## src/rtl/exception_handler.sv

```systemverilog
// rtl/exception_handler.sv - memory-fault trap controller (epc/badaddr/cause capture, flush, handler redirect)
// Optional: define EXC_COUNT_EN to enable the saturating exceptions-taken counter on exc_count.
module exception_handler #(
    parameter logic [31:0] HANDLER_BASE = 32'h0000_0040,
    parameter bit          RETURN_SKIP  = 1'b1
) (
    input  logic        clk,
    input  logic        reset,
    input  logic        readerror,
    input  logic        writeerror,
    input  logic        outofboundaccess,
    input  logic [31:0] pc_mem,
    input  logic [31:0] addr_mem,
    input  logic        eret,
    output logic        pc_redirect,
    output logic [31:0] redirect_target,
    output logic        flush,
    output logic [31:0] epc,
    output logic [31:0] badaddr,
    output logic [1:0]  cause,
    output logic        in_handler,
    output logic        halted,
    output logic [7:0]  exc_count
);

    typedef enum logic [2:0] {
        S_IDLE,
        S_TRAP,
        S_HANDLER,
        S_RETURN,
        S_HALT
    } state_t;

    state_t      state_q;
    logic        flush_q;
    logic        redirect_q;
    logic [31:0] target_q;
    logic [31:0] epc_q;
    logic [31:0] badaddr_q;
    logic [1:0]  cause_q;
    logic        in_handler_q;
    logic        halted_q;

    logic        fault;
    logic [1:0]  fault_cause;
    logic [31:0] ret_target;

    assign fault = writeerror | readerror | outofboundaccess;

    // Store fault outranks load fault, which outranks the bounds check.
    always_comb begin
        fault_cause = 2'd0;
        if (writeerror) begin
            fault_cause = 2'd2;
        end else if (readerror) begin
            fault_cause = 2'd1;
        end else if (outofboundaccess) begin
            fault_cause = 2'd3;
        end
    end

    assign ret_target = RETURN_SKIP ? (epc_q + 32'd4) : epc_q;

    always_ff @(posedge clk or posedge reset) begin
        if (reset) begin
            state_q      <= S_IDLE;
            flush_q      <= 1'b0;
            redirect_q   <= 1'b0;
            target_q     <= 32'd0;
            epc_q        <= 32'd0;
            badaddr_q    <= 32'd0;
            cause_q      <= 2'd0;
            in_handler_q <= 1'b0;
            halted_q     <= 1'b0;
        end else begin
            flush_q      <= 1'b0;
            redirect_q   <= 1'b0;
            target_q     <= 32'd0;
            in_handler_q <= 1'b0;
            case (state_q)
                S_IDLE: begin
                    if (fault) begin
                        state_q    <= S_TRAP;
                        epc_q      <= pc_mem;
                        badaddr_q  <= addr_mem;
                        cause_q    <= fault_cause;
                        flush_q    <= 1'b1;
                        redirect_q <= 1'b1;
                        target_q   <= HANDLER_BASE;
                    end
                end
                S_TRAP: begin
                    state_q      <= S_HANDLER;
                    in_handler_q <= 1'b1;
                end
                S_HANDLER: begin
                    if (fault) begin
                        state_q  <= S_HALT;
                        halted_q <= 1'b1;
                        flush_q  <= 1'b1;
                    end else if (eret) begin
                        state_q    <= S_RETURN;
                        flush_q    <= 1'b1;
                        redirect_q <= 1'b1;
                        target_q   <= ret_target;
                    end else begin
                        in_handler_q <= 1'b1;
                    end
                end
                S_RETURN: begin
                    state_q <= S_IDLE;
                    cause_q <= 2'd0;
                end
                S_HALT: begin
                    flush_q <= 1'b1;
                end
                default: begin
                    state_q <= S_IDLE;
                end
            endcase
        end
    end

`ifdef EXC_COUNT_EN
    logic [7:0] count_q;

    always_ff @(posedge clk or posedge reset) begin
        if (reset) begin
            count_q <= 8'd0;
        end else if (state_q == S_IDLE && fault && count_q != 8'hFF) begin
            count_q <= count_q + 8'd1;
        end
    end

    assign exc_count = count_q;
`else
    assign exc_count = 8'h00;
`endif

    assign pc_redirect     = redirect_q;
    assign redirect_target = target_q;
    assign flush           = flush_q;
    assign epc             = epc_q;
    assign badaddr         = badaddr_q;
    assign cause           = cause_q;
    assign in_handler      = in_handler_q;
    assign halted          = halted_q;

endmodule

```

## config.mk

```make
export PLATFORM = sky130hd
export DESIGN_NAME = exception_handler
export DESIGN_NICKNAME = d
export VERILOG_FILES = /design/src/rtl/exception_handler.sv
export SDC_FILE = /design/constraint.sdc
export NUM_CORES = 1
export LEC_CHECK = 0
export ABC_AREA = 1
export ABC_CLOCK_PERIOD_IN_PS = 3000
export BUFFER_PORTS_ARGS = -buffer_cell sky130_fd_sc_hd__clkbuf_2
export CAP_MARGIN = 5
export CORE_UTILIZATION = 44
export DETAILED_ROUTE_END_ITERATION = 16
export GPL_TIMING_DRIVEN = 0
export PLACE_DENSITY_LB_ADDON = 0.3
export SLEW_MARGIN = 40
export SYNTH_ARGS = -nofsm -noshare
export SYNTH_HDL_FRONTEND = slang
export SYNTH_SLANG_ARGS = --single-unit
```

## constraint.sdc

```tcl
create_clock -name clk -period 3 [get_ports clk]
set_input_delay 0.15 -clock clk [delete_from_list [all_inputs] [get_ports clk]]
set_output_delay 0.15 -clock clk [all_outputs]
set_load 0.05 [all_outputs]
```

======== Word level (Yosys, flattened, before mapping) ========
Cells that the tools add are included.
word-level totals
  word-level logic and storage cells ...... 47
  register bits ........................... 105
  output and inout port bits .............. 110
cells by class
  bitwise gates (word level) .............. 3
  add/subtract/negate cells ............... 1
  multiplexer cells ....................... 22
  reductions and logical operators ........ 6
  eq/ne operators ......................... 6
operators by type and width
  kind                     number
  $mux W32                 2
  $pmux W32 S2             1
  $add A32 B3 Y32 const B  1
  $pmux W3 S4              1
  $mux W3                  3
  $mux W2                  4
  $mux W7                  1
  $eq A3 B2 Y1 const B     2
  $mux W1                  6
  $reduce_and A2 Y1        3
  $pmux W1 S2              2
  $pmux W2 S2              1
  $eq A3 B1 Y1 const B     1
  $eq A3 B3 Y1 const B     1
  $logic_not A3 Y1         1
  $ne A3 B3 Y1 const B     1
  $pmux W1 S3              1
  $reduce_and A3 Y1        1
  $ne A2 B2 Y1 const B     1
  $or A1 B1 Y1             2
  $reduce_bool A2 Y1       1
  $not A1 Y1               1

======== Logic depth before layout (Yosys ltp) ========
Gate-level depths: netlist of the first run.
  depth after elaboration ................. 5
  mapped depth ............................ 9
  mapped depth without buffers ............ 9

======== Least setup slack after synthesis of the first run ========
Ideal clock, no wire load.
  path type ............................... register to register
  from .................................... register epc_q[2] (netlist: epc[2])
  to ...................................... register target_q[26] (netlist: redirect_target[26])
  path slack .............................. 1.218 ns
  required time ........................... 2.883 ns
  buffers on the path ..................... 0
  setup time .............................. 0.117 ns
  period minus slack after synthesis ...... 1.782 ns
  arrival time ............................ 1.665 ns
  cell stages (with the launch flop) ...... 9
  cells stage by stage .................... dfrtp_1 ha_1 nand3_1 inv_1 nand3_1 nor2_2 nand2_1 nor2_1 nor2_1
on the way
  cells in the longest elaborated chain, start to end .. 4
RTL lines
  item                      RTL line  RTL
  start: declaration        38        logic [31:0] epc_q;
  start signal: assignment  84        epc_q <= pc_mem;
  $add A32 B3 Y32           62        assign ret_target = RETURN_SKIP ? (epc_q + 32'd4) : epc_q;
  $mux W32                  101       end else if (eret) begin
  $mux W32                  97        if (fault) begin
  $pmux W32 S2              80        case (state_q)
  end signal: assignment    105       target_q <= ret_target;
  end: declaration          37        logic [31:0] target_q;
No other way between the ends.
A chain may end at the register's enable or synchronous reset.

======== Final worst setup path of the first run ========
  from .................................... register epc_q[2] (netlist: epc[2])
  to ...................................... register target_q[28] (netlist: redirect_target[28])
The elaborated chain is that of the path after synthesis.

==> metrics.cfg, run 1 <==
[global_routing]
grt_pass1_wl_mm=19.06
antenna_found_initial=0
grt_remaining_overflow=0
grt_pass1_vias=3976
grtUsageTotal_pct=22.34
grt_max_degree=80

[timing]
period_share_pct=56.41
fin_skew_ns=0.009716
setup_ws_ns=1.308
hold_viol_final=0
slew_viol_final=0
finalSetupViolCount=0
holdWs_ns=0.01158
rsz0062_at_grt=no
period_needed_ns=1.692
fmax_ghz=0.5909

[synth]
synth-compound-area-share_pct=4.477
yosys.area_share.adder_pct=0.2697
ys_top_cells_by_count=dfrtp_1, nand2_1, nor2_1
avgSynthCellArea_um2=9.645
yosysTopAreaCellShare_pct=56.63
synth.ff_latch_count=105
ys_warn_count=0
ys_seq_area_share_pct=56.63
synth_area_leaders=dfrtp_1, mux2_1, nand2_1, nor2_1, a21oi_1
yosysTopAreaCell=dfrtp_1
ys_types=27
netlist_area_um2=4639
synth.area.mux_share_pct=11.41
synth_top_family_by_area=simple AND/OR/NAND/NOR gates
synthXorXnorAreaFrac_pct=0.9439
yosysMostFrequentCell=dfrtp_1
postSynthCellCount=481
synth_ff_type=dfrtp_1
ys_async_sr_fraction_pct=100.0
synth_edf_count=0
synthSimpleGateAreaFrac_pct=19.74

[pwr]
p_leak_uw=0.003325
vdd_drop_max_mv=0.7425
power_per_cell_area_nw_per_um2=1144

[clock_tree]
cts_tree=done
clk_pin_slew_worst_paths_ns=0.10
insertion_delay_ns=0.37
cts_htree_levels=3
clk_root_buffer_cell=clkbuf_8
cts_buffers=9
clockBufferDepth=2
clock-sinks=105

[place]
hpwl_mm=8.680
place.gp.congestion=0.9215
dpl_worst_slack_ns=1.316
io_buffers=171

[floorplan]
die_w_um=104.7
rows=37
pin_count=180
die_height_um=104.7
initial_utilization_pct=45.14
die_area_um2=10960
fp.coreArea_um2=10280

[detailed_routing]
ant_nets=0
post_drt_via_cell_ratio=4.795
drc_errors=0
drtIter0Drc=311
wl_per_cell_um=14.00
drt_first_pass_iters=4
totalWireLength_mm=11.97
num_vias=4100

[final_layout]
drive_gt1_share_pct=30.60
num-fill-cells=881
areaGrowthSynthToFinish_pct=37.59
fin_nets=785
multi_input_area_um2=1739
regArea_um2=2628
antenna_cells=0

[setup_path]
startpoint_type=flop
path_class=flop to flop
critPathMaxFanout=7
endpoint_kind=flop
crit_required_ns=3.30
cp.arrival_ns=2.00

[hold_path]
hold_class=primary input to flop

[run_status]
status=finished clean

[job]
maxCapViolations=0

[metrics by stage]
stage | cells | area (um^2) | TNS, ns | util, % | total power [uW]
6_report | 855 | 6384 | 0 | 62.11 | 7300
4_1_cts | 855 | 6384 | 0 | 62.11 | 7326
2_1_floorplan | 488 | 4666 | 0 | - | 5306
3_3_place_gp | 795 | 5692 | -102.28 | 55.38 | 6199
5_1_grt | 855 | 6384 | 0 | 62.11 | 7711
3_5_place_dp | 796 | 5727 | 0 | 55.72 | 6301
[metal layers]
layer  vias to the layer above  global-route usage [%]  part of all wire, %
li1                       1983                       -                    -
met1                      1958                   27.34                   42
met2                       138                   38.79                   50
met3                        21                   4.055                  5.3
met4                         0                   9.356                  2.4
met5                         -                       0                    0
[what timing repair did]
item,CTS,global route
resized for setup,0,0
endpoints found under the setup margin,0,0
hold buffers,43,0
setup buffers,0,0
endpoints found under the hold margin,68,0
[cell usage in the layout (no fill, tap or decap), drive strengths merged]
master	count
nand3b	2
dlygate4sd3	43
nand3	19
conb	8
bufinv	2
dfrtp	105
buf	20
o31ai	1
mux2	47
inv	40
o21ai	11
nand2	99
nor2	98
clkbuf	182
xor2	4
xnor2	1
nor3	4
ha	1
clkinv	1
clkinvlp	2
a21oi	29
[final cells by class]
type	count	area share (%)
flip-flops and latches	105	41.16
multi-input cells	324	27.24
repair buffers	215	20.58
well taps	136	2.666
inverters	39	2.411
plain buffers	20	2.391
clock buffers	10	2.156
clock inverters	6	1.392
[worst max-delay path, stage by stage (launching register included)]
cell	delay, ns
dfrtp_1	0.48
ha_1	0.22
nand3_1	0.16
inv_1	0.17
nand2_2	0.11
nor2_1	0.19
nand2_1	0.09
nand2_1	0.06
nand2_1	0.05
nor2_1	0.10
[cells by family (layout without fill, tap and decap cells)]
family	count (synthesis)	after routing
and+or+nand+nor	222	222
xor gates and xnor gates	5	5
buffers and inverters	59	290
DFF	105	105
muxes	47	47
AOI/OAI and AO/OA	41	41
other	1	8
adders and majority gates	1	1
[state kept, by name, summed over array words and instances, names as in the netlist]
signal,flops
badaddr,32
cause,2
epc,32
flush,1
halted,1
in_handler,1
pc_redirect,1
redirect_target,32
state_q,3
[power breakdown]
part	switching, uW	internal [uW]
clock	482	494
sequential	486	1920
combinational	2890	1030
total	3860	3440
[path summary, 6_finish.rpt]
path / startpoint / end / slack, ns / cells after the start
worst min register to register: halted$_DFFE_PP0P_ / halted$_DFFE_PP0P_ / 0.48 / 2
max in group asynchronous: reset / redirect_target[24]$_DFF_PP0_ / 2.08 / 4
worst max register to register: epc[2]$_DFFE_PP0P_ / redirect_target[28]$_DFF_PP0_ / 1.31 / 9
worst min-delay path: addr_mem[31] / badaddr[31]$_DFFE_PP0P_ / 0.01 / 2
worst max-delay path: epc[2]$_DFFE_PP0P_ / redirect_target[28]$_DFF_PP0_ / 1.31 / 9
min in group asynchronous: reset / badaddr[10]$_DFFE_PP0P_ / 0.28 / 3
(Power assumes the default switching activity.)
==> run 2: changes to the inputs <==
--- a/config.mk
+++ b/config.mk
@@ -6,7 +6,7 @@
 export NUM_CORES = 1
 export LEC_CHECK = 0
 export ABC_AREA = 1
-export ABC_CLOCK_PERIOD_IN_PS = 3000
+export ABC_CLOCK_PERIOD_IN_PS = 1400
 export BUFFER_PORTS_ARGS = -buffer_cell sky130_fd_sc_hd__clkbuf_2
 export CAP_MARGIN = 5
 export CORE_UTILIZATION = 44
==> constraint.sdc (replaced) <==
create_clock -name clk -period 1.4 [get_ports clk]
set_input_delay 0.07 -clock clk [delete_from_list [all_inputs] [get_ports clk]]
set_output_delay 0.07 -clock clk [all_outputs]
set_load 0.05 [all_outputs]
==> metrics.cfg, run 2 (synthesis results as in run 1) <==
[run_status]
violations=setup timing
status=finished, violations left

[clock_tree]
clockBufferDepth=2
cts_buffers=9
clk_root_buffer_cell=clkbuf_8
clk_pin_slew_worst_paths_ns=0.11
insertion_delay_ns=0.38
clock-sinks=105
cts_tree=done
cts_htree_levels=3

[setup_path]
endpoint_kind=flop
slowest_delay_ns=0.45
r2r_slack_ns=-0.09
critPathSlowestCell=dfrtp_2
path_class=flop to flop
crit_required_ns=1.67
r2r-end=epc[20]$_DFFE_PP0P_
crit_chain=nor2_4 > nand3_4 > buf_6 > clkbuf_16 > mux2_4
r2r-start=state_q[0]$_DFFE_PP0P_
reg2reg_depth=5
worst_path_dominant_cell_family=flip-flops
path_buf_inv=2
critPathMaxFanout=5
startpoint_type=flop
cp.arrival_ns=1.76

[global_routing]
antenna_found_initial=0
grt_max_degree=28
grt_pass1_wl_mm=22.56
grt_remaining_overflow=0
grt_pass1_vias=4524
grtUsageTotal_pct=26.38

[timing]
fin_skew_ns=0.01356
setup_ws_ns=-0.09436
slew_viol_final=0
tns_ns=-4.210
finalSetupViolCount=75
period_needed_ns=1.494
period_share_pct=106.7
slew_headroom_pct=63.08
tightest_slew_ns=0.5527
hold_viol_final=0
rsz0062_at_grt=yes
fmax_ghz=0.6692

[floorplan]
die_height_um=104.7
initial_utilization_pct=45.14
rows=37
pin_count=180
die_w_um=104.7
fp.coreArea_um2=10280
die_area_um2=10960

[detailed_routing]
post_drt_via_cell_ratio=4.930
drtIter0Drc=306
drc_errors=0
totalWireLength_mm=14.78
ant_nets=0
wl_per_cell_um=16.08
drt_first_pass_iters=7
num_vias=4531

[hold_path]
hold_path.startpoint=outofboundaccess
whs_path_depth=3
hold_class=primary input to flop
whs_endpoint=cause[1]$_DFFE_PP0P_

[final_layout]
mostFrequentLayoutCell=clkbuf_2
mostFrequentLayoutCells=clkbuf_2, nand2_1, dfrtp_1, nor2_1, dlygate4sd3_1
areaGrowthSynthToFinish_pct=64.54
fin_nets=849
antenna_cells=0
drive_gt1_share_pct=48.53

[pwr]
vdd_drop_max_mv=1.812
p_leak_uw=0.003882
p_total_uw=18690
power_per_cell_area_nw_per_um2=2448

[place]
io_buffers=171
place.gp.congestion=0.8800
hpwl_mm=8.981

[job]
maxCapViolations=0

-- run 2: cell types whose count changed in the layout (fill, tap and decap cells not counted), moves of 24 or more --
cell           previous run  this run
dfrtp_2                   0        26
buf_4                     9        40
dfrtp_1                 105        79
dlygate4sd3_1            43        67
mux2_4                    0        40
mux2_1                   46         6
-- run 2: how the worst max path moves through the flow --
stage	from	to	slack [ns]	cells past startpoint
finish	state_q[0]$_DFFE_PP0P_	epc[20]$_DFFE_PP0P_	-0.09	5
global route	epc[6]$_DFFE_PP0P_	redirect_target[26]$_DFF_PP0_	-0.16	7
CTS	state_q[1]$_DFFE_PP0P_	epc[4]$_DFFE_PP0P_	-0.06	5
detailed placement	state_q[0]$_DFFE_PP0P_	redirect_target[17]$_DFF_PP0_	-0.16	6
global placement	reset	epc[18]$_DFFE_PP0P_	-0.71	2
floorplan	epc[2]$_DFFE_PP0P_	redirect_target[26]$_DFF_PP0_	-0.08	8
-- run 2: routing by layer --
layer	vias to the layer above	wire (um)	track usage (%)	part of all wire (%)
met5	-	0	0	0
met4	0	379	9.759	2.6
met3	36	880	5.552	6.0
met2	193	7647	46.07	52
met1	2188	5872	32.07	40
li1	2114	-	-	-
-- run 2: layout make-up --
class,count,area [um^2]
inverter,39,160.2
clock buffer,9,123.9
buffer,19,224.0
clock inverter,7,101.3
tap,136,170.2
multi-input combinational,324,2197
sequential,105,2660
fill,740,2644
timing repair buffer,280,1997
-- run 2: report_power, final --
part / total [uW] / switching [uW] / internal [uW]
Combinational: 11300 / 7250 / 4060
Sequential: 5240 / 1040 / 4200
Clock: 2140 / 1110 / 1030
-- run 2: worst reg2reg max path, delay by kind of cell (launching register included) --
kind	cells	cell delay, ns
flip-flops	1	0.45
AND/OR/NAND/NOR	2	0.28
multiplexers	1	0.30
buffers and inverters	2	0.35
-- run 2: what timing repair did --
item                       CTS  global route
setup buffers               12            22
hold buffers                67             0
setup endpoints to repair   93           100
cloned                       2             2
pin swaps                    5            30
gates resized for setup     65            82
hold endpoints to repair    82             0
-- run 2: per-stage QoR --
step / cell area [um^2] / util [%] / hold WS, ns / instances / worst slack [ns]
floorplan: 4755 / - / 0.1693 / 488 / -0.08095
finish: 7634 / 74.28 / 0.04188 / 919 / -0.09436
global placement: 5781 / 56.25 / 0.2811 / 795 / -0.7074
detailed placement: 5883 / 57.24 / 0.1405 / 799 / -0.1628
global route: 7634 / 74.28 / 0.05295 / 919 / -0.1640
CTS: 7139 / 69.47 / 0.004372 / 896 / -0.06324
